===== src/rtl/dc_pwm.sv =====
// Edge-aligned 13-bit PWM for a half-bridge with complementary gate drives,
// glitch-free duty updates at period boundaries and run-length dead-time.
module dc_pwm #(
    parameter int unsigned DEADTIME = 8
) (
    input  logic        clk,
    input  logic        rst_n,
    input  logic [13:0] duty,
    input  logic        duty_vld,
    input  logic        en,
    output logic        pwm_hi,
    output logic        pwm_lo,
    output logic        cycle_start
);

    localparam int unsigned CW = 13;
    localparam int unsigned RW = 9;
    localparam logic [CW-1:0] CNT_MAX = '1;
    localparam logic [RW-1:0] RL_SAT  = RW'(DEADTIME + 1);
    localparam logic [RW-1:0] RL_THR  = RW'(DEADTIME);

    logic [CW-1:0] cnt;
    logic [CW-1:0] shadow;
    logic [CW-1:0] active;
    logic [RW-1:0] rl;
    logic          raw_q;
    logic          en_q;

    logic [CW-1:0] duty_clamp_c;
    logic          period_end_c;
    logic          raw_c;
    logic          same_c;
    logic [RW-1:0] rl_next_c;
    logic          settled_c;

    // Negative commands saturate to zero duty; non-negative pass through.
    always_comb begin
        duty_clamp_c = duty[13] ? '0 : duty[12:0];
    end

    // Raw comparator output plus run-length tracking of the current raw level.
    // A run restarts whenever raw toggles or the stage was disabled last cycle,
    // so rl_next_c is (consecutive equal cycles ending now) - 1, saturated.
    always_comb begin
        period_end_c = (cnt == CNT_MAX);
        raw_c        = en && (cnt < active);
        same_c       = en && en_q && (raw_c == raw_q);
        rl_next_c    = '0;
        if (same_c) begin
            rl_next_c = (rl == RL_SAT) ? rl : rl + RW'(1);
        end
        settled_c    = (rl_next_c >= RL_THR);
    end

    // Period counter: free-running while enabled, parked at zero otherwise.
    always_ff @(posedge clk or negedge rst_n) begin
        if (!rst_n) begin
            cnt <= '0;
        end else if (en) begin
            cnt <= cnt + CW'(1);
        end else begin
            cnt <= '0;
        end
    end

    // Shadow holds the last strobed command until the next period boundary.
    always_ff @(posedge clk or negedge rst_n) begin
        if (!rst_n) begin
            shadow <= '0;
        end else if (duty_vld) begin
            shadow <= duty_clamp_c;
        end
    end

    // Active duty only changes at a boundary (or freely while disabled);
    // a strobe coinciding with the boundary bypasses the shadow.
    always_ff @(posedge clk or negedge rst_n) begin
        if (!rst_n) begin
            active <= '0;
        end else if (!en || period_end_c) begin
            active <= duty_vld ? duty_clamp_c : shadow;
        end
    end

    // Run-length state and history of raw/en for dead-time insertion.
    always_ff @(posedge clk or negedge rst_n) begin
        if (!rst_n) begin
            rl    <= '0;
            raw_q <= 1'b0;
            en_q  <= 1'b0;
        end else begin
            rl    <= rl_next_c;
            raw_q <= raw_c;
            en_q  <= en;
        end
    end

    // Gate drives follow raw only after it has been stable DEADTIME+1 cycles.
    always_ff @(posedge clk or negedge rst_n) begin
        if (!rst_n) begin
            pwm_hi      <= 1'b0;
            pwm_lo      <= 1'b0;
            cycle_start <= 1'b0;
        end else begin
            pwm_hi      <= raw_c && settled_c;
            pwm_lo      <= en && !raw_c && settled_c;
            cycle_start <= en && (cnt == '0);
        end
    end

endmodule

===== config.mk =====
export PLATFORM = sky130hd
export DESIGN_NAME = dc_pwm
export DESIGN_NICKNAME = d
export VERILOG_FILES = /design/src/rtl/dc_pwm.sv
export SDC_FILE = /design/constraint.sdc
export NUM_CORES = 1
export LEC_CHECK = 0
export ABC_AREA = 1
export BUFFER_PORTS_ARGS = -buffer_cell sky130_fd_sc_hd__clkbuf_2
export CAP_MARGIN = 20
export CORE_ASPECT_RATIO = 1.1
export CORE_MARGIN = 5
export CORE_UTILIZATION = 45
export CTS_CLUSTER_SIZE = 16
export DETAILED_ROUTE_END_ITERATION = 8
export HOLD_SLACK_MARGIN = 0.15
export SETUP_SLACK_MARGIN = 0.5
export SLEW_MARGIN = 10
export SYNTH_ARGS = -nofsm -noshare
export SYNTH_HDL_FRONTEND = slang
export SYNTH_SLANG_ARGS = --single-unit

===== constraint.sdc =====
create_clock -name clk -period 2.05 [get_ports clk]
set_input_delay 0.1025 -clock clk [delete_from_list [all_inputs] [get_ports clk]]
set_output_delay 0.1025 -clock clk [all_outputs]
set_load 0.02 [all_outputs]

; ---- Word level (Yosys, flattened, before mapping)
; Cells that the tools add are included.
[totals]
reg_bits = 53
latchBits = 0
ram_bits = 0
rom_bits = 0
in_bits = 18
output_inout_bits = 3
wordCells = 32
memories = 0
[op_classes]
add_sub_neg = 2
mul = 0
div_mod_pow = 0
magnitude_cmp = 2
eq_ne = 3
shift = 0
muxes = 5
n_bitwise = 0
reduce_logical = 11
[op_table]
columns = op, count
row1 = $mux W13, 3
row2 = $mux W9, 2
row3 = $add A13 B1 Y13 const B, 1
row4 = $eq A13 B13 Y1 const B, 1
row5 = $logic_not A13 Y1, 1
row6 = $lt A13 B13 Y1, 1
row7 = $add A9 B1 Y9 const B, 1
row8 = $eq A9 B4 Y1 const B, 1
row9 = $ge A9 B4 Y1 const B, 1
row10 = $logic_and A1 B1 Y1, 7
row11 = $logic_not A1 Y1, 2
row12 = $eq A1 B1 Y1, 1
row13 = $logic_or A1 B1 Y1, 1

; ---- Logic depth before layout (Yosys ltp)
; Gate-level depths: netlist of run 1.
[logic_depth]
word_depth = 7
depth_mapped = 12
ltp_nobuf = 12

; ---- Worst setup path before layout of run 1
; OpenSTA, ideal clock, no wires.
[synth_timing]
path_type = register -> register
start = reg cnt[12]
end = reg pwm_hi
t_arrival_ns = 1.551
t_required_ns = 1.916
slack_ns = 0.364
path_stages_with_launch = 11
n_path_buf = 0
cell_sequence = dfrtp_1 -> ha_1 -> nand2_1 -> nor2_2 -> nand2_1 -> nor2_1 -> nand2_1 -> a21oi_1 -> nor2_4 -> o31ai_1 -> a21oi_1
[synth_between]
elab_chain_cells = 7
[synth_rtl]
columns = item, line_no
row1 = start: declaration, 22  ; logic [CW-1:0] cnt;
row2 = start signal: assignment, 60  ; cnt <= cnt + CW'(1);
row3 = $lt A13 B13 Y1 *, 46  ; raw_c = en && (cnt < active);
row4 = $logic_and A1 B1 Y1 *, 46
row5 = $eq A1 B1 Y1, 47  ; same_c = en && en_q && (raw_c == raw_q);
row6 = $logic_and A1 B1 Y1, 47
row7 = $mux W9, 49  ; if (same_c) begin
row8 = $ge A9 B4 Y1, 52  ; settled_c = (rl_next_c >= RL_THR);
row9 = $logic_and A1 B1 Y1 *, 105  ; pwm_hi <= raw_c && settled_c;
row10 = end signal: assignment, 105
row11 = end: declaration, 11  ; output logic pwm_hi,
; Mark *: on every way between the ends. The rest lies on a longest branch, timed or not.
; A chain may end at the register's enable or synchronous reset.

; ---- Worst setup path in the final report of run 1
[layout_timing]
start = reg active[11]
end = reg pwm_hi
[layout_between]
elab_chain_cells = 7
[layout_rtl]
columns = item, line_no
row1 = start: declaration, 24  ; logic [CW-1:0] active;
row2 = start signal: assignment, 81  ; active <= duty_vld ? duty_clamp_c : shadow;
row3 = $lt A13 B13 Y1 *, 46
row4 = $logic_and A1 B1 Y1 *, 46
row5 = $eq A1 B1 Y1, 47
row6 = $logic_and A1 B1 Y1, 47
row7 = $mux W9, 49
row8 = $ge A9 B4 Y1, 52
row9 = $logic_and A1 B1 Y1 *, 105
; Marks and branches as above.

==> results.yml, run 1 <==
critical_path:
  crit_chain: "inv_1, ha_4, nand2_4, inv_1, nand2_1, nand2_1, a21oi_4, a21oi_4, nor2_4, o31ai_4, a21oi_1"
  critPathMaxStageDelay_ps: 370
  crit_path_top_delay_cell: "dfrtp_1"
  worstPathRequired_ps: 2280
  critical_path.startpoint_type: "flip-flop"
  ff2ff_setup_slack_ps: 180
  regToRegStartpoint: "active[11]$_DFFE_PN0P_"
  worstReg2RegEnd: "pwm_hi$_DFF_PN0_"
  timing.critical_path.to_type: "flip-flop"
  critical_path.max_fanout: 5
  r2r_cells: 11
  critical_path_arrival_ps: 2100
  critPathKind: "flip-flop to flip-flop"
die:
  start_util_pct: 46.47
  placementRows: 29
  chipHeight_um: 91.21
  ios: 21
  die_w_um: 83.82
  die_area_mm2: 0.007645
  floorplan.core_area_mm2: 0.005806
power_and_ir_drop:
  sw_frac_of_total_pct: 27.84
  share_seq_of_total_power_pct: 53.4
  p_switching_mw: 0.5855
  clock_share_of_power_pct: 27.4
  total_leakage_power_nw: 1.801
  internal_power_mw: 1.517
  power_per_standard_cell_area_mw_per_mm2: 554.7
  p_comb_share_pct: 19.2
  vdd_ir_drop_max_v: 0.0004118
finish:
  flow.area_growth_from_synthesis_pct: 40.54
  post_route_cells_drive_above_1_share_pct: 36.58
  fin_area_mm2: 0.003791
  num_antenna_cells: 0
  fin_nets: 413
yosys:
  synth-seq-cells: 53
  syn-num-nets: 346
  synth.yosys.warnings: 0
  most_common_library_cells_after_synthesis: "inv_1 (58), nand2_1 (54), dfrtp_1 (53), o21ai_0 (23), nand3_1 (22)"
  synth_top_cell_area_share_pct: 49.17
  netlist-cell-type-count: 31
  synth_largest_area_cell: "dfrtp_1"
  synth-edff-count: 0
  mean_post_synth_cell_area_um2: 8.646
  most_frequently_used_cell_type_in_the_post_synthesis_netlist: "inv_1"
  synthArstFlopShare_pct: 100.0
  netlist_top_cells_area: "dfrtp_1 (49%), inv_1 (8.1%), nand2_1 (7.5%)"
  synth.cell_area_mm2: 0.002698
  synth_flop_cell: "dfrtp_1"
  yosysSeqAreaShare_pct: 49.17
  synthesized_instance_count: 312
placed_design:
  dpl-instance-area_mm2: 0.002894
  place.port_buffers: 20
  finalWeightedCongestion: 0.8274
  half_perimeter_wire_length_after_placement_um: 3641
grt:
  gr-total-overflow: 0
  gr-usage-all-layers_pct: 16.10
  maximum_number_of_pins_on_one_net_before_global_route_repair: 34
  grt_pass1_wl_um: 10170
  grtUsageMet1_pct: 21.33
  grt_busiest_layer: "met2"
  first_global_vias: 2167
  global_route.usage.met3_pct: 3.529
  grtUsageMet2_pct: 27.06
  number_of_antenna_violations_at_the_first_check_in_global_routing: 0
timing:
  whs_ps: 164.2
  max_slew_margin_pct: 44.60
  final_hold_violating_endpoints: 0
  report.final.slew_viol_count: 0
  fin_tns_setup_ps: 0
  rsz0062_at_grt: "yes"
  setup_violations: 0
  worstMarginPinSlew_ps: 831.1
  final.min_clock_period_ps: 1872
  finalCritPeriodShare_pct: 91.32
  maxClockFrequency_ghz: 0.5342
  post_route_skew_ps: 6.364
drt:
  route.antenna.remaining_nets: 0
  route.detailed.wl_per_inst_um: 13.59
  dr_total_vias: 2225
  drc_errors_left: 0
  drt_iter0_drc: 72
  routed_via_density: 4.869
  first_pass_iteration_count_of_the_detailed_router: 4
  wl_um: 6209
cts:
  worstSkewPairLatency_ps: 300
  clock_sinks: 53
  ctsHtreeMaxLevel: 2
  cts.path.max_buffers: 2
  cts_buffers: 5
  cts.reportedPaths.clkPinSlew_ps: 100
  cts_root_buf: "clkbuf_8"
  cts_tree: "done"
worst_hold_path:
  min_delay_path_depth: 3
  hp-class: "input port to flip-flop"
  worst_hold_path.endpoint: "shadow[11]$_DFF_PN0_"
  timing.hold.worst.start: "duty[11]"
run:
  cap_viol_max_count: 0
outcome:
  status: "complete, no violations"
[layout by cell type (no fill, tap or decap), types with 7 or more instances in the layout]
cell and count:
nand2_1 35, dfrtp_1 47, o21ai_0 14, nand3_1 18, dlygate4sd3_1 13, ha_1 7, nor2_1 16, nand3_2 7
clkbuf_2 20, nand2_4 14, inv_1 54, buf_4 25, o21ai_2 10, a21oi_1 12, ha_4 8
[cells by family after synthesis]
family,count (synthesis),synth area share [%]
AOI/OAI and AO/OA,53,11.18
and+or+nand+nor,119,20.55
DFF,53,49.17
xor gates and xnor gates,5,1.623
muxes,1,0.4174
adders and majority gates,16,7.421
buffers and inverters,65,9.647
[critical path: cells and delay by family, from the launching register on]
kind                     cells  cell delay (ps)
adder cells (fa/ha/maj)      1              230
AND/OR/NAND/NOR              4              460
buffers and inverters        2              190
flip-flops                   1              370
AO/OA/AOI/OAI                4              550
[layer usage]
layer / vias up / wire (um)
li1: 1130 / -
met5: - / 0
met3: 7 / 172
met1: 1061 / 2816
met4: 0 / 70
met2: 27 / 3149
[power groups by stage]
stage	registers [mW]	logic, mW	clock network, mW
finish	1.12	0.403	0.577
global route	1.13	0.452	0.642
CTS	1.12	0.328	0.593
detailed placement	1.14	0.240	0
global placement	1.14	0.237	0
floorplan	1.14	0.160	0
[per-stage QoR]
stage	power, mW	util [%]	cells	setup WS [ps]
after global routing	2.225	65.30	457	56.02
final	2.103	65.30	457	177.9
after CTS	2.042	58.81	443	226.4
after global placement	1.379	49.85	406	234.2
after floorplan	1.300	-	312	373.1
after detailed placement	1.384	49.85	406	155.3
[flip-flops by register name, summed over array words and instances (netlist names)]
name and count:
active 13, cnt 13, cycle_start 1, en_q 1, pwm_hi 1, pwm_lo 1, raw_q 1, rl 9
shadow 13
[layout make-up]
class / instances / area (um2)
clock buffers: 5 / 68.82
fillers: 474 / 2014
repair buffers: 66 / 583.1
multi-input cells: 194 / 1468
flip-flops and latches: 53 / 1334
well taps: 77 / 96.34
inverters: 59 / 224.0
clock inverters: 3 / 17.52
[how the worst max path moves through the flow]
stage | from | end | slack, ps | depth (start not counted)
2_1_floorplan | cnt[12]$_DFF_PN0_ | pwm_hi$_DFF_PN0_ | 370 | 11
3_3_place_gp | cnt[8]$_DFF_PN0_ | pwm_hi$_DFF_PN0_ | 230 | 8
3_5_place_dp | cnt[6]$_DFF_PN0_ | pwm_hi$_DFF_PN0_ | 160 | 11
4_1_cts | cnt[10]$_DFF_PN0_ | pwm_hi$_DFF_PN0_ | 230 | 11
5_1_grt | active[11]$_DFFE_PN0P_ | pwm_hi$_DFF_PN0_ | 60 | 11
6_report | active[11]$_DFFE_PN0P_ | pwm_hi$_DFF_PN0_ | 180 | 11
[what timing repair did]
| action | 4_1_cts | 5_1_grt |
|---|---|---|
| hold endpoints to repair | 43 | 0 |
| setup endpoints to repair | 27 | 31 |
| hold buffers | 13 | 0 |
| buffers inserted | 13 | 14 |
| cloned | 3 | 0 |
| gates resized for setup | 34 | 62 |
| pin swaps | 11 | 25 |
(Power assumes the default switching activity.)
==> run 2, diff against run 1 <==
--- a/config.mk
+++ b/config.mk
@@ -5,7 +5,6 @@
 export SDC_FILE = /design/constraint.sdc
 export NUM_CORES = 1
 export LEC_CHECK = 0
-export ABC_AREA = 1
 export BUFFER_PORTS_ARGS = -buffer_cell sky130_fd_sc_hd__clkbuf_2
 export CAP_MARGIN = 20
 export CORE_ASPECT_RATIO = 1.1
==> run 2 against run 1 <==
  * Cell area decreased by 6.9%
  * Synthesized cell count decreased by 12%
  * Die area increased by 5.0%
  * Combinational power decreased by 15%
  * Clock skew increased by 6.2 ps
  * Cell count decreased by 11%
  * Fmax decreased by 2.8%
  * Largest power group unchanged
  * Critical path type unchanged
==> results.yml, run 2 <==
power_and_ir_drop:
  p_switching_mw: 0.5225
  sw_frac_of_total_pct: 25.50
  vdd_ir_drop_max_v: 0.0004949
  share_seq_of_total_power_pct: 55.6
  clock_share_of_power_pct: 27.8
  p_comb_share_pct: 16.6
  total_leakage_power_nw: 1.718
  internal_power_mw: 1.527
  power_per_standard_cell_area_mw_per_mm2: 580.8
yosys:
  synth_flop_cell: "dfrtp_1"
  synth.yosys.warnings: 0
  most_common_library_cells_after_synthesis: "dfrtp_1 (53), nand2_1 (41), inv_1 (31), ha_1 (16), o21ai_0 (16)"
  synth-seq-cells: 53
  synth_largest_area_cell: "dfrtp_1"
  syn-num-nets: 310
  netlist-cell-type-count: 41
  yosysSeqAreaShare_pct: 46.55
  synthArstFlopShare_pct: 100.0
  netlist_top_cells_area: "dfrtp_1 (47%), ha_1 (7.0%), nand2_1 (5.4%)"
  synth_top_cell_area_share_pct: 46.55
  most_frequently_used_cell_type_in_the_post_synthesis_netlist: "dfrtp_1"
  synthesized_instance_count: 276
  synth.cell_area_mm2: 0.002849
  mean_post_synth_cell_area_um2: 10.32
  synth-edff-count: 0
cts:
  cts_tree: "done"
  cts_buffers: 5
  worstSkewPairLatency_ps: 300
  cts_root_buf: "clkbuf_8"
  clock_sinks: 53
  cts.reportedPaths.clkPinSlew_ps: 90
  ctsHtreeMaxLevel: 2
  cts.path.max_buffers: 2
placed_design:
  finalWeightedCongestion: 0.7689
  half_perimeter_wire_length_after_placement_um: 3576
  place.port_buffers: 20
  dpl-instance-area_mm2: 0.003097
critical_path:
  critical_path.startpoint_type: "flip-flop"
  crit_path_top_delay_cell: "dfrtp_1"
  cp_top_family: "simple AND/OR/NAND/NOR gates"
  ff2ff_setup_slack_ps: 120
  critical_path_arrival_ps: 2110
  critical_path.max_fanout: 6
  worst_setup_path_startpoint: "cnt[1]$_DFF_PN0_"
  timing.critical_path.to_type: "flip-flop"
  r2r_cells: 7
  most_numerous_cell_on_the_critical_path: "and3_4"
  critPathKind: "flip-flop to flip-flop"
  critical_path_end: "active[2]$_DFFE_PN0P_"
  crit_cells: 7
  worstPathRequired_ps: 2230
  critPathMaxStageDelay_ps: 410
  regToRegStartpoint: "cnt[1]$_DFF_PN0_"
  critPathBufInv: 1
  worstReg2RegEnd: "active[2]$_DFFE_PN0P_"
  crit_chain: "ha_2, and3_4, and3_4, nand3_4, o21ai_4, clkbuf_16, mux2_4"
timing:
  rsz0062_at_grt: "yes"
  max_slew_margin_pct: 47.23
  worstMarginPinSlew_ps: 789.9
  fin_tns_setup_ps: 0
  post_route_skew_ps: 12.54
  setup_violations: 0
  final_hold_violating_endpoints: 0
  report.final.slew_viol_count: 0
  finalCritPeriodShare_pct: 93.99
  maxClockFrequency_ghz: 0.5190
  final.min_clock_period_ps: 1927
  whs_ps: 235.3
finish:
  fin_nets: 362
  flow.area_growth_from_synthesis_pct: 23.85
  final_common_cell: "dfrtp_1"
  multi_input_area_mm2: 0.001460
  reg.largest.list: "active (13), cnt (13), shadow (13)"
  post_route_cells_drive_above_1_share_pct: 23.40
  regArea_mm2: 0.001328
  layout_common_cells: "dfrtp_1 (52), nand2_1 (41), inv_1 (30)"
  fin_area_mm2: 0.003528
  fill_cells: 521
  num_antenna_cells: 0
drt:
  drc_errors_left: 0
  route.detailed.wl_per_inst_um: 13.54
  route.antenna.remaining_nets: 0
  dr_total_vias: 1995
  wl_um: 5536
  drt_iter0_drc: 69
  routed_via_density: 4.878
  first_pass_iteration_count_of_the_detailed_router: 4
die:
  floorplan.core_area_mm2: 0.006156
  chipHeight_um: 93.45
  die_w_um: 85.87
  start_util_pct: 46.28
  die_area_mm2: 0.008024
  placementRows: 30
  ios: 21
grt:
  grt_pass1_wl_um: 9246
  number_of_antenna_violations_at_the_first_check_in_global_routing: 0
  maximum_number_of_pins_on_one_net_before_global_route_repair: 54
  gr-usage-all-layers_pct: 14.33
  first_global_vias: 2046
  gr-total-overflow: 0
outcome:
  status: "complete, no violations"
worst_hold_path:
  hp-class: "input port to flip-flop"
run:
  cap_viol_max_count: 0
[run 2: cell count changes after synthesis, sizes merged, moves of 7 or more]
cell | previous run | this run
nand3 | 25 | 8
inv | 59 | 31
a21oi | 19 | 6
and3 | 0 | 8
nor2 | 25 | 6
and2 | 1 | 10
o21ai | 30 | 17
mux2i | 0 | 10
mux2 | 1 | 14
nand2 | 55 | 41
xor2 | 4 | 11
[run 2: power groups by stage]
stage	clock, mW	sequential (mW)	combinational [mW]
after global routing	0.637	1.15	0.381
after floorplan	0	1.15	0.175
after global placement	0	1.16	0.258
after CTS	0.595	1.14	0.294
after detailed placement	0	1.16	0.263
final	0.569	1.14	0.341
[run 2: kinds of logic (layout without fill, tap and decap cells)]
logic type | Yosys count | in the layout | share of synthesized area [%]
xor gates and xnor gates | 18 | 18 | 5.534
buffers and inverters | 38 | 91 | 5.709
adders and majority gates | 16 | 16 | 7.027
AOI/OAI and AO/OA | 32 | 32 | 7.027
DFF | 53 | 53 | 46.55
muxes | 24 | 24 | 10.36
and+or+nand+nor | 95 | 95 | 17.79
[run 2: final cells by class]
class | instances | share of cell area [%]
clock buffers | 7 | 2.163
clock inverters | 1 | 0.2128
inverters | 31 | 3.298
multi-input cells | 185 | 41.38
flip-flops and latches | 53 | 37.62
well taps | 80 | 2.837
repair buffers | 52 | 12.48
[run 2: timing repair]
action | CTS | global route
gates cloned | 0 | 2
buffers inserted | 3 | 5
endpoints found under the hold margin | 67 | 0
hold buffers | 16 | 0
pin swaps | 1 | 7
resized for setup | 1 | 15
endpoints found under the setup margin | 27 | 29
[run 2: per-layer routing]
layer	global-route usage, %	share of wire, %	up-vias
met5	0	0	-
met4	4.222	1.1	0
met3	3.084	1.4	6
met2	25.32	52	9
met1	17.35	45	966
li1	-	-	1014
[run 2: through the flow]
stage	power (mW)	instances	setup WS, ps	util [%]
3_5_place_dp	1.422	375	165.7	50.30
5_1_grt	2.166	409	75.76	57.32
6_report	2.049	409	123.2	57.32
3_3_place_gp	1.416	375	187.4	50.30
2_1_floorplan	1.329	276	216.3	-
4_1_cts	2.028	402	163.4	54.67
[run 2: worst min-delay path by stage]
| stage | start | endpoint | slack [ps] | cells past startpoint |
|---|---|---|---|---|
| final | duty_vld | shadow[5]$_DFF_PN0_ | 240 | 2 |
| after floorplan | rst_n | active[0]$_DFFE_PN0P_ | -190 | 0 |
| after detailed placement | rst_n | shadow[7]$_DFF_PN0_ | 270 | 2 |
| after CTS | duty_vld | shadow[5]$_DFF_PN0_ | 240 | 2 |
| after global routing | duty_vld | shadow[9]$_DFF_PN0_ | 270 | 2 |
| after global placement | rst_n | shadow[7]$_DFF_PN0_ | 270 | 2 |
